File: config.mk
export PLATFORM = sky130hd
export DESIGN_NAME = dsi_pixel_packetizer
export DESIGN_NICKNAME = d
export VERILOG_FILES = /design/src/rtl/dsi_pkt_pkg.sv /design/src/rtl/dsi_sync_fifo.sv /design/src/rtl/dsi_pixel_packetizer.sv
export SDC_FILE = /design/constraint.sdc
export NUM_CORES = 1
export LEC_CHECK = 0
export BUFFER_PORTS_ARGS = -buffer_cell sky130_fd_sc_hd__buf_2
export CORE_ASPECT_RATIO = 1.25
export CORE_UTILIZATION = 25
export DETAILED_ROUTE_END_ITERATION = 10
export GPL_TIMING_DRIVEN = 0
export HOLD_SLACK_MARGIN = 0.15
export MAX_ROUTING_LAYER = met4
export SLEW_MARGIN = 20
export SYNTH_ARGS = -nofsm -noshare
export SYNTH_HDL_FRONTEND = slang
export SYNTH_HIERARCHICAL = 1
export SYNTH_SLANG_ARGS = --single-unit
File: constraint.sdc
create_clock -name clk -period 4 [get_ports clk]
set_input_delay 1 -clock clk [delete_from_list [all_inputs] [get_ports clk]]
set_output_delay 1 -clock clk [all_outputs]
set_load 0.01 [all_outputs]
File: src/rtl/dsi_pkt_pkg.sv
// Shared types and constants for the DSI pixel packetizer.
// Defining DSI_ECC_EN enables the Hamming ECC helper used in packet headers.
package dsi_pkt_pkg;

    localparam logic [7:0] DT_VSS           = 8'h01;
    localparam logic [7:0] DT_VSE           = 8'h11;
    localparam logic [7:0] DT_HSS           = 8'h21;
    localparam logic [7:0] DT_HSE           = 8'h31;
    localparam logic [7:0] DT_PIXEL_DEFAULT = 8'h3E;

    typedef enum logic [1:0] {
        KIND_SHORT = 2'd0,
        KIND_PIX   = 2'd1
    } entry_kind_t;

    // Kind sits in the MSBs so the FIFO can expose it as a peek tag.
    typedef struct packed {
        entry_kind_t kind;
        logic [31:0] data;
    } entry_t;

    typedef enum logic [2:0] {
        ST_IDLE    = 3'd0,
        ST_SHORT   = 3'd1,
        ST_LHDR    = 3'd2,
        ST_PAYLOAD = 3'd3,
        ST_FOOTER  = 3'd4
    } pkt_state_t;

`ifdef DSI_ECC_EN
    // Each mask selects the header bits that feed one parity bit P0..P5.
    function automatic logic [7:0] dsi_ecc(input logic [23:0] d);
        logic [7:0] e;
        e    = '0;
        e[0] = ^(d & 24'hF12CB7);
        e[1] = ^(d & 24'hF2555B);
        e[2] = ^(d & 24'h749A6D);
        e[3] = ^(d & 24'hB8E38E);
        e[4] = ^(d & 24'hDF03F0);
        e[5] = ^(d & 24'hEFFC00);
        return e;
    endfunction
`endif

endpackage

File: src/rtl/dsi_sync_fifo.sv
// Synchronous FIFO with a head read port and a tag peek of the entry behind the head.
module dsi_sync_fifo #(
    parameter int WIDTH = 34,
    parameter int DEPTH = 16,
    parameter int TAG_W = 2
) (
    input  logic             clk,
    input  logic             rst,
    input  logic             wr_en,
    input  logic [WIDTH-1:0] wr_data,
    input  logic             rd_en,
    output logic [WIDTH-1:0] rd_data,
    output logic [TAG_W-1:0] next_tag,
    output logic             full,
    output logic             empty,
    output logic             has_next
);

    localparam int AW = $clog2(DEPTH);

    logic [WIDTH-1:0] mem [DEPTH];
    logic [AW-1:0]    wr_ptr;
    logic [AW-1:0]    rd_ptr;
    logic [AW-1:0]    rd_ptr_nxt;
    logic [AW:0]      count;
    logic             do_wr;
    logic             do_rd;

    assign full       = (count == (AW+1)'(DEPTH));
    assign empty      = (count == '0);
    assign has_next   = (count > (AW+1)'(1));
    assign do_wr      = wr_en && !full;
    assign do_rd      = rd_en && !empty;
    assign rd_ptr_nxt = rd_ptr + 1'b1;
    assign rd_data    = mem[rd_ptr];
    assign next_tag   = mem[rd_ptr_nxt][WIDTH-1 -: TAG_W];

    always_ff @(posedge clk) begin
        if (do_wr) begin
            mem[wr_ptr] <= wr_data;
        end
    end

    always_ff @(posedge clk) begin
        if (rst) begin
            wr_ptr <= '0;
            rd_ptr <= '0;
            count  <= '0;
        end else begin
            if (do_wr) begin
                wr_ptr <= wr_ptr + 1'b1;
            end
            if (do_rd) begin
                rd_ptr <= rd_ptr + 1'b1;
            end
            case ({do_wr, do_rd})
                2'b10:   count <= count + 1'b1;
                2'b01:   count <= count - 1'b1;
                default: count <= count;
            endcase
        end
    end

endmodule

File: src/rtl/dsi_pixel_packetizer.sv
// Turns pixel-bus syncs and pixels into DSI short/long packet words with ready/valid output.
// Defining DSI_ECC_EN fills the header ECC byte; otherwise it is zero.
module dsi_pixel_packetizer
    import dsi_pkt_pkg::*;
#(
    parameter int         H_ACTIVE   = 640,
    parameter int         FIFO_DEPTH = 16,
    parameter logic [7:0] DT_PIXEL   = DT_PIXEL_DEFAULT
) (
    input  logic        clk,
    input  logic        rst,
    input  logic        hsync,
    input  logic        vsync,
    input  logic        dvalid,
    input  logic [31:0] pixel_data,
    input  logic        pkt_ready,
    output logic        pkt_valid,
    output logic [31:0] pkt_data,
    output logic        pkt_sop,
    output logic        pkt_eop,
    output logic        ovf_err
);

    localparam logic [15:0] WC        = 16'(H_ACTIVE * 4);
    localparam logic [15:0] LAST_BEAT = 16'(H_ACTIVE - 1);

    logic        hs_s, vs_s, dv_s, hs_p, vs_p;
    logic [31:0] pd_s;
    logic        vs_rise, vs_fall, hs_rise, hs_fall;
    logic [4:0]  ev;
    logic        collision;
    logic        wr_req;
    entry_t      wr_entry;
    logic [33:0] fifo_rd;
    entry_t      head;
    logic [1:0]  next_tag;
    logic        fifo_full, fifo_empty, has_next;
    logic        pop, xfer;
    pkt_state_t  state;
    logic [15:0] beat_cnt;
    logic [23:0] hdr24;
    logic [7:0]  hdr_ecc;

    always_ff @(posedge clk) begin
        if (rst) begin
            hs_s <= 1'b0;
            vs_s <= 1'b0;
            dv_s <= 1'b0;
            pd_s <= '0;
            hs_p <= 1'b0;
            vs_p <= 1'b0;
        end else begin
            hs_s <= hsync;
            vs_s <= vsync;
            dv_s <= dvalid;
            pd_s <= pixel_data;
            hs_p <= hs_s;
            vs_p <= vs_s;
        end
    end

    assign vs_rise   = vs_s & ~vs_p;
    assign vs_fall   = ~vs_s & vs_p;
    assign hs_rise   = hs_s & ~hs_p;
    assign hs_fall   = ~hs_s & hs_p;
    assign ev        = {vs_rise, vs_fall, hs_rise, hs_fall, dv_s};
    assign collision = |(ev & (ev - 5'd1));
    assign wr_req    = |ev;

    // Only the highest-priority event of a cycle is queued.
    always_comb begin
        wr_entry = '0;
        if (vs_rise) begin
            wr_entry.kind = KIND_SHORT;
            wr_entry.data = {24'h0, DT_VSS};
        end else if (vs_fall) begin
            wr_entry.kind = KIND_SHORT;
            wr_entry.data = {24'h0, DT_VSE};
        end else if (hs_rise) begin
            wr_entry.kind = KIND_SHORT;
            wr_entry.data = {24'h0, DT_HSS};
        end else if (hs_fall) begin
            wr_entry.kind = KIND_SHORT;
            wr_entry.data = {24'h0, DT_HSE};
        end else if (dv_s) begin
            wr_entry.kind = KIND_PIX;
            wr_entry.data = pd_s;
        end
    end

    always_ff @(posedge clk) begin
        if (rst) begin
            ovf_err <= 1'b0;
        end else if (collision || (wr_req && fifo_full)) begin
            ovf_err <= 1'b1;
        end
    end

    dsi_sync_fifo #(
        .WIDTH (34),
        .DEPTH (FIFO_DEPTH),
        .TAG_W (2)
    ) u_fifo (
        .clk      (clk),
        .rst      (rst),
        .wr_en    (wr_req),
        .wr_data  (wr_entry),
        .rd_en    (pop),
        .rd_data  (fifo_rd),
        .next_tag (next_tag),
        .full     (fifo_full),
        .empty    (fifo_empty),
        .has_next (has_next)
    );

    assign head  = entry_t'(fifo_rd);
    assign hdr24 = (state == ST_LHDR) ? {WC, DT_PIXEL} : head.data[23:0];

`ifdef DSI_ECC_EN
    assign hdr_ecc = dsi_ecc(hdr24);
`else
    assign hdr_ecc = 8'h00;
`endif

    // Outputs come straight from state and FIFO head, which only moves on a transfer.
    always_comb begin
        pkt_valid = 1'b0;
        pkt_data  = '0;
        pkt_sop   = 1'b0;
        pkt_eop   = 1'b0;
        case (state)
            ST_SHORT: begin
                pkt_valid = 1'b1;
                pkt_data  = {hdr_ecc, hdr24};
                pkt_sop   = 1'b1;
                pkt_eop   = 1'b1;
            end
            ST_LHDR: begin
                pkt_valid = 1'b1;
                pkt_data  = {hdr_ecc, hdr24};
                pkt_sop   = 1'b1;
            end
            ST_PAYLOAD: begin
                if (!fifo_empty && head.kind == KIND_PIX) begin
                    pkt_valid = 1'b1;
                    pkt_data  = head.data;
                end
            end
            ST_FOOTER: begin
                pkt_valid = 1'b1;
                pkt_eop   = 1'b1;
            end
            default: begin
                pkt_valid = 1'b0;
            end
        endcase
    end

    assign xfer = pkt_valid & pkt_ready;
    assign pop  = xfer & ((state == ST_SHORT) | (state == ST_PAYLOAD));

    function automatic pkt_state_t dispatch(input entry_kind_t k);
        return (k == KIND_PIX) ? ST_LHDR : ST_SHORT;
    endfunction

    always_ff @(posedge clk) begin
        if (rst) begin
            state    <= ST_IDLE;
            beat_cnt <= '0;
        end else begin
            case (state)
                ST_IDLE: begin
                    if (!fifo_empty) begin
                        state <= dispatch(head.kind);
                    end
                end
                ST_SHORT: begin
                    if (xfer) begin
                        state <= has_next ? dispatch(entry_kind_t'(next_tag)) : ST_IDLE;
                    end
                end
                ST_LHDR: begin
                    if (xfer) begin
                        state    <= ST_PAYLOAD;
                        beat_cnt <= '0;
                    end
                end
                ST_PAYLOAD: begin
                    if (xfer) begin
                        beat_cnt <= beat_cnt + 16'd1;
                        if (beat_cnt == LAST_BEAT) begin
                            state <= ST_FOOTER;
                        end
                    end
                end
                ST_FOOTER: begin
                    if (xfer) begin
                        state <= fifo_empty ? ST_IDLE : dispatch(head.kind);
                    end
                end
                default: begin
                    state <= ST_IDLE;
                end
            endcase
        end
    end

endmodule

==> impl_metrics.toml, run 1 <==
[timing]
rsz0062_at_grt = "yes"
relSlewSlack_pct = 33.8
setup_ws_ns = -0.451
max_freq_mhz = 225
maxSlewViolCount = 0
hold_viol_final = 0
tightestPinTransition_ns = 0.993
setup_violations = 34
fin_worst_skew_ns = 0.0206
tns_ns = -12.47
post-route-period-util_pct = 111
period_needed_ns = 4.45
whs_ns = 0.475

[worst_setup_path]
timing.critical_path.slowest_cell_delay_ns = 0.50
cp_max_fo = 10
timing.critical_path.cells = "buf_8 > buf_12 > buf_12 > mux4_2 > mux4_2 > or3b_4 > a21oi_4 > buf_12 > clkbuf_16 > and2_4 > buf_6"
regToRegSetupSlack_ns = -0.14
critPathRequiredTime_ns = 3.00
cpMostUsedCell = "buf_12"
endpoint_kind = "primary output"
slowest_stage = "mux4_2"
arrival_ns = 3.45
cp-start-kind = "flop"
critPathKind = "reg2out"

[clocking]
cts_num_sinks = 618
cts_tree = "yes"
cts_buffers = 59
clock_latency_ns = 0.62
clk_pin_slew_ns = 0.06
clk_path_buf_depth = 3
clock-root-buffer = "clkbuf_16"
htree_levels = 2

[synth]
avgSynthCellArea_um2 = 20.1
synth_seq_cells = 618
yosys.area.top_type = "edfxtp_1"
synth_warnings = 6
synth_area_leaders = "edfxtp_1 (67%), mux4_2 (16%), dfxtp_1 (6.1%), and2_1 (1.5%), nor2b_1 (1.0%)"
synth-seq-area-share_pct = 73.3
async_reset_ff_share_pct = 0
synth_edf_count = 544
syn-instance-count = 1209
syn_area_um2 = 24300
yosysTopAreaCellShare_pct = 67.2
synth_commonest_cells = "edfxtp_1 (544), mux4_2 (174), dfxtp_1 (74)"
dominantRegCellSynth = "edfxtp_1"
yosysMostFrequentCell = "edfxtp_1"
synth_cell_types = 51

[final_layout]
n_antenna_cell = 0
nNetsFinal = 1474
fillCellCount = 9210
drive_gt1_share_pct = 34.9
syn2layout_area_growth_pct = 23.1
seq_area_um2 = 17800
multi_input_area_um2 = 6430

[die]
die_area_um2 = 98500
die_h_um = 351
coreArea_um2 = 96100
start_util_pct = 25.3
io_pins = 74
placementRows = 127
die_w_um = 281

[routing]
via_per_inst = 4.51
drtAntennaViolNets = 0
drt-total-wl_mm = 62.2
wire_per_inst_um = 22.5
drc_errors = 0
drtIter0Drc = 1141
drt_pass1_iterations = 7
vias = 12464

[pwr]
p_per_area_nw_per_um2 = 505
ir_drop_mv = 0.336
p_leak_nw = 9.81

[run]
drv_cap = 0

[place]
portBuffers = 73
hpwlAfterDp_mm = 41.5
routabilityCongestion = 0.777
place_ws_ns = -1.69

[grt]
grt_pass1_wl_mm = 90.7
antenna_found_initial = 0
grt_max_degree = 26
overflow = 0
grt_usage_pct = 13.1
grt_pass1_vias = 13126

[run_status]
violations = "setup timing"
status = "finished with violations"

[hold_path]
hold_path.class = "reg2reg"
critical path, delay by kind of cell, from the launching register on:
family | cells | cell delay, ns
buffers and inverters | 6 | 0.85
AND/OR/NAND/NOR | 2 | 0.63
multiplexers | 2 | 0.79
flip-flops | 1 | 0.35
AO/OA/AOI/OAI | 1 | 0.20
layout by cell type, fill, tap and decap left out, types with 9 or more instances in the layout:
master	netlist	layout
edfxtp_1	544	544
mux4_2	174	174
dfxtp_1	74	71
buf_2	24	63
clkbuf_16	0	60
nor2b_1	40	40
and2_1	59	37
buf_6	8	36
buf_4	1	35
clkbuf_1	21	26
a21oi_1	28	24
and2_4	0	22
nor2_1	36	22
nand2_1	23	21
buf_16	0	21
clkinv_2	0	20
inv_1	18	17
conb_1	1	16
o21ai_0	15	15
nor2_4	0	13
ha_1	13	12
or3_1	11	11
buf_8	1	11
mux2i_1	10	10
buf_12	0	10
nand3_1	9	9
flip-flops by register name (all words and copies together), names as in the netlist, 3 cells and up, named ones only:
register       flops
beat_cnt          16
pd_s              32
state              3
u_fifo/count       5
u_fifo/mem       544
u_fifo/rd_ptr      4
u_fifo/wr_ptr      4
per-stage QoR:
step	utilization [%]	cell area [µm²]	std cells	power [mW]
finish	31.1	29900	2761	15.1
global route	31.1	29900	2761	15.6
CTS	31.0	29800	2759	15.2
detailed placement	28.4	27300	2633	9.25
global placement	27.4	26300	2587	9.16
floorplan	-	24400	1224	8.53
routing by layer:
layer / GRT usage, % / vias to the layer above / wire, µm
met5: - / - / 0
met4: 3.10 / 0 / 1170
met3: 1.49 / 79 / 2530
met2: 23.2 / 335 / 33000
met1: 15.9 / 6724 / 25400
li1: - / 5326 / -
logic make-up (layout without fill, tap and decap cells):
| kind of cell | after synthesis | after routing | share of synthesized area [%] |
|---|---|---|---|
| xor gates and xnor gates | 15 | 15 | 0.541 |
| adders and majority gates | 14 | 14 | 0.710 |
| buffers and inverters | 80 | 327 | 1.67 |
| muxes | 186 | 186 | 16.6 |
| DFF | 618 | 618 | 73.3 |
| AOI/OAI and AO/OA | 71 | 71 | 1.82 |
| and+or+nand+nor | 224 | 224 | 5.31 |
| other | 1 | 16 | 0.0154 |
what timing repair did:
action	4_1_cts	5_1_grt
cloned	1	0
gates resized for setup	109	20
endpoints found under the setup margin	46	34
hold buffers	0	0
setup buffers	18	7
pin swaps	15	10
worst paths after layout:
path,startpoint,end,cells past startpoint
min reg2reg,hs_s$_SDFF_PP0_,hs_p$_SDFF_PP0_,2
max reg2reg,flop,u_fifo/count[3]$_SDFFE_PP0P_,17
min,hs_s$_SDFF_PP0_,hs_p$_SDFF_PP0_,2
max,flop,pkt_data[0],11
cell type report:
| type | count | share of cell area, % |
|---|---|---|
| Timing Repair Buffer | 142 | 5.31 |
| Tap cell | 1290 | 5.39 |
| Buffer | 58 | 1.51 |
| Sequential cell | 618 | 59.6 |
| Inverter | 18 | 0.226 |
| Clock buffer | 73 | 5.21 |
| Clock inverter | 36 | 1.28 |
| Multi-Input combinational cell | 526 | 21.5 |
report_power, final:
group / switching [mW] / total [mW] / internal [mW]
clock: 2.38 / 5.65 / 3.27
sequential: 0.0763 / 7.26 / 7.19
combinational: 1.14 / 2.18 / 1.05
total: 3.59 / 15.1 / 11.5
(Power assumes the default switching activity.)
==> run 2: changes to the inputs <==
--- a/config.mk
+++ b/config.mk
@@ -5,6 +5,7 @@
 export SDC_FILE = /design/constraint.sdc
 export NUM_CORES = 1
 export LEC_CHECK = 0
+export ABC_AREA = 1
 export BUFFER_PORTS_ARGS = -buffer_cell sky130_fd_sc_hd__buf_2
 export CORE_ASPECT_RATIO = 1.25
 export CORE_UTILIZATION = 25
==> impl_metrics.toml, run 2 <==
[synth]
async_reset_ff_share_pct = 0
synth_area_leaders = "edfxtp_1 (59%), nand2_1 (11%), nand3_1 (8.5%), inv_1 (7.6%), dfxtp_1 (5.4%)"
yosysTopAreaCellShare_pct = 59.3
syn-instance-count = 2902
synth_edf_count = 544
synth_warnings = 6
yosysMostFrequentCell = "nand2_1"
synth-seq-area-share_pct = 64.7
synth_seq_cells = 618
synth_cell_types = 37
dominantRegCellSynth = "edfxtp_1"
yosys.area.top_type = "edfxtp_1"
avgSynthCellArea_um2 = 9.49
syn_area_um2 = 27500
synth_commonest_cells = "nand2_1 (842), inv_1 (555), edfxtp_1 (544)"

[grt]
antenna_found_initial = 1
grtUsageMet3_pct = 2.60
use_met2_pct = 26.0
overflow = 0
grt_pass1_wl_mm = 127
grt_pass1_vias = 19546
use_met1_pct = 19.5
grt_max_degree = 19
grt_usage_pct = 15.9
gr-max-usage-layer = "met2"

[routing]
drtIter0Drc = 2367
drtAntennaViolNets = 0
drt_pass1_iterations = 6
drt-total-wl_mm = 87.7
via_per_inst = 4.46
wire_per_inst_um = 19.1
vias = 20474
drc_errors = 0

[final_layout]
fillCellCount = 11162
design_area_um2 = 33400
syn2layout_area_growth_pct = 21.2
final_common_cell = "nand2_1"
final_cell_mix = "nand2_1 (838), inv_1 (554), edfxtp_1 (544), nand3_1 (466), nor2_1 (152)"
nNetsFinal = 3150
largest_register_ffs = 544
layout.cells.non_filler = 4589
top_regs = "u_fifo/mem x544, pd_s x32, beat_cnt x16"
regMostFlops = "u_fifo/mem"
drive_gt1_share_pct = 12.0

[clocking]
cts_tree = "yes"
clk_path_buf_depth = 3
post_cts_hold_buffer_count = 0
cts_buffers = 67
clk_pin_slew_ns = 0.06
htree_levels = 3
clock_latency_ns = 0.62
cts_num_sinks = 618
clock-root-buffer = "clkbuf_16"

[timing]
tightestPinTransition_ns = 1.14
post-route-period-util_pct = 100
setup_ws_ns = -0.0139
fin_worst_skew_ns = 0.0232
maxSlewViolCount = 0
relSlewSlack_pct = 24.2
hold_viol_final = 0
max_freq_mhz = 249
rsz0062_at_grt = "yes"
setup_violations = 3
period_needed_ns = 4.01

[run_status]
status = "finished with violations"
violations = "setup timing"

[place]
portBuffers = 73
place_area_um2 = 30700
place_ws_ns = -1.13
hpwlAfterDp_mm = 58.4
routabilityCongestion = 0.877
place_inst = 4458

[die]
io_pins = 74
die_area_um2 = 111000
die_w_um = 299
start_util_pct = 25.3
coreArea_um2 = 109000
die_h_um = 373
placementRows = 135

[run]
drv_cap = 0

[pwr]
seq_power_share_pct = 45.3
clockPowerShare_pct = 38.6
power_switching_mw = 4.42
ir_drop_mv = 0.337
p_leak_nw = 14.5
p_int_mw = 11.6
sw_frac_of_total_pct = 27.6
finalPower_mw = 16.0
p_comb_share_pct = 16.1
p_per_area_nw_per_um2 = 480

[worst_setup_path]
critPathKind = "reg2out"
critPathRequiredTime_ns = 3.00
path_delay_family = "buffers and inverters"
critPathBufInv = 3
timing.critical_path.slowest_cell_delay_ns = 0.79
endpoint_kind = "primary output"
cp-start-kind = "flop"
cpMostUsedCell = "nand3_1"
slowest_stage = "clkbuf_1"
r2r_start = "hs_s$_SDFF_PP0_"
arrival_ns = 3.01
timing.critical_path.cells = "buf_2 > clkbuf_1 > nand3_1 > nand3_1 > nand3_1 > nand2_1 > nor2_1 > nor2_1 > buf_2"
cp_max_fo = 10

[hold_path]
hold_path.class = "reg2reg"
hold_path_startpoint = "vs_s$_SDFF_PP0_"
-- run 2: logic make-up (layout without fill, tap and decap cells) --
logic type / count (synthesis) / in the layout / share of synthesized area (%)
buffers and inverters: 692 / 925 / 10.0
adders and majority gates: 13 / 13 / 0.591
AOI/OAI and AO/OA: 44 / 44 / 0.973
DFF: 618 / 618 / 64.7
other: 1 / 17 / 0.0136
xor gates and xnor gates: 12 / 12 / 0.382
and+or+nand+nor: 1522 / 1522 / 23.3
-- run 2: cell type report --
cell class	count	area, µm²	area share (%)
clock buffer	93	1890	5.65
sequential	618	17800	53.4
buffer	130	960	2.88
tap	1438	1800	5.39
multi-input combinational	1607	7240	21.7
antenna	1	2.50	0.00750
timing repair buffer	113	1250	3.76
clock inverter	27	294	0.881
inverter	562	2110	6.34
-- run 2: worst paths after layout --
check | end | slack, ns | cells past startpoint
min | vs_p$_SDFF_PP0_ | 0.46 | 2
max reg2reg | u_fifo/mem[3][16]$_DFFE_PP_ | 0.31 | 6
max | pkt_data[1] | -0.01 | 9
min reg2reg | vs_p$_SDFF_PP0_ | 0.46 | 2
-- run 2: metal layers --
| metal | up-vias | share of wire (%) |
|---|---|---|
| li1 | 9605 | - |
| met1 | 9693 | 39 |
| met2 | 982 | 48 |
| met3 | 194 | 8.9 |
| met4 | 0 | 3.9 |
| met5 | - | 0 |
-- run 2: repair_timing --
item / in CTS / in global routing
resized for setup: 124 / 11
cloned: 1 / 0
endpoints found under the setup margin: 36 / 12
setup buffers: 9 / 0
pin swaps: 3 / 3
-- run 2: tightest hold or removal path: cells and delay by family, from the launching register on --
family	cells	cell delay, ns
buffers and inverters	1	0.07
DFF	1	0.30
and+or+nand+nor	1	0.04
-- run 2: power by group through the flow --
stage / logic, mW / registers [mW] / clock network (mW)
4_1_cts: 2.56 / 7.26 / 6.27
5_1_grt: 2.77 / 7.27 / 6.49
6_report: 2.58 / 7.26 / 6.19
3_5_place_dp: 2.36 / 7.39 / 0
2_1_floorplan: 1.34 / 7.38 / 0
3_3_place_gp: 2.27 / 7.40 / 0
-- run 2: per-stage QoR --
stage	util, %	TNS, ns	hold WS [ns]
floorplan	-	0	0.430
global route	30.7	-0.0607	0.509
detailed placement	28.2	-15.01	0.453
finish	30.7	-0.0190	0.458
global placement	27.4	-618.53	0.441
CTS	30.6	-0.0412	0.462
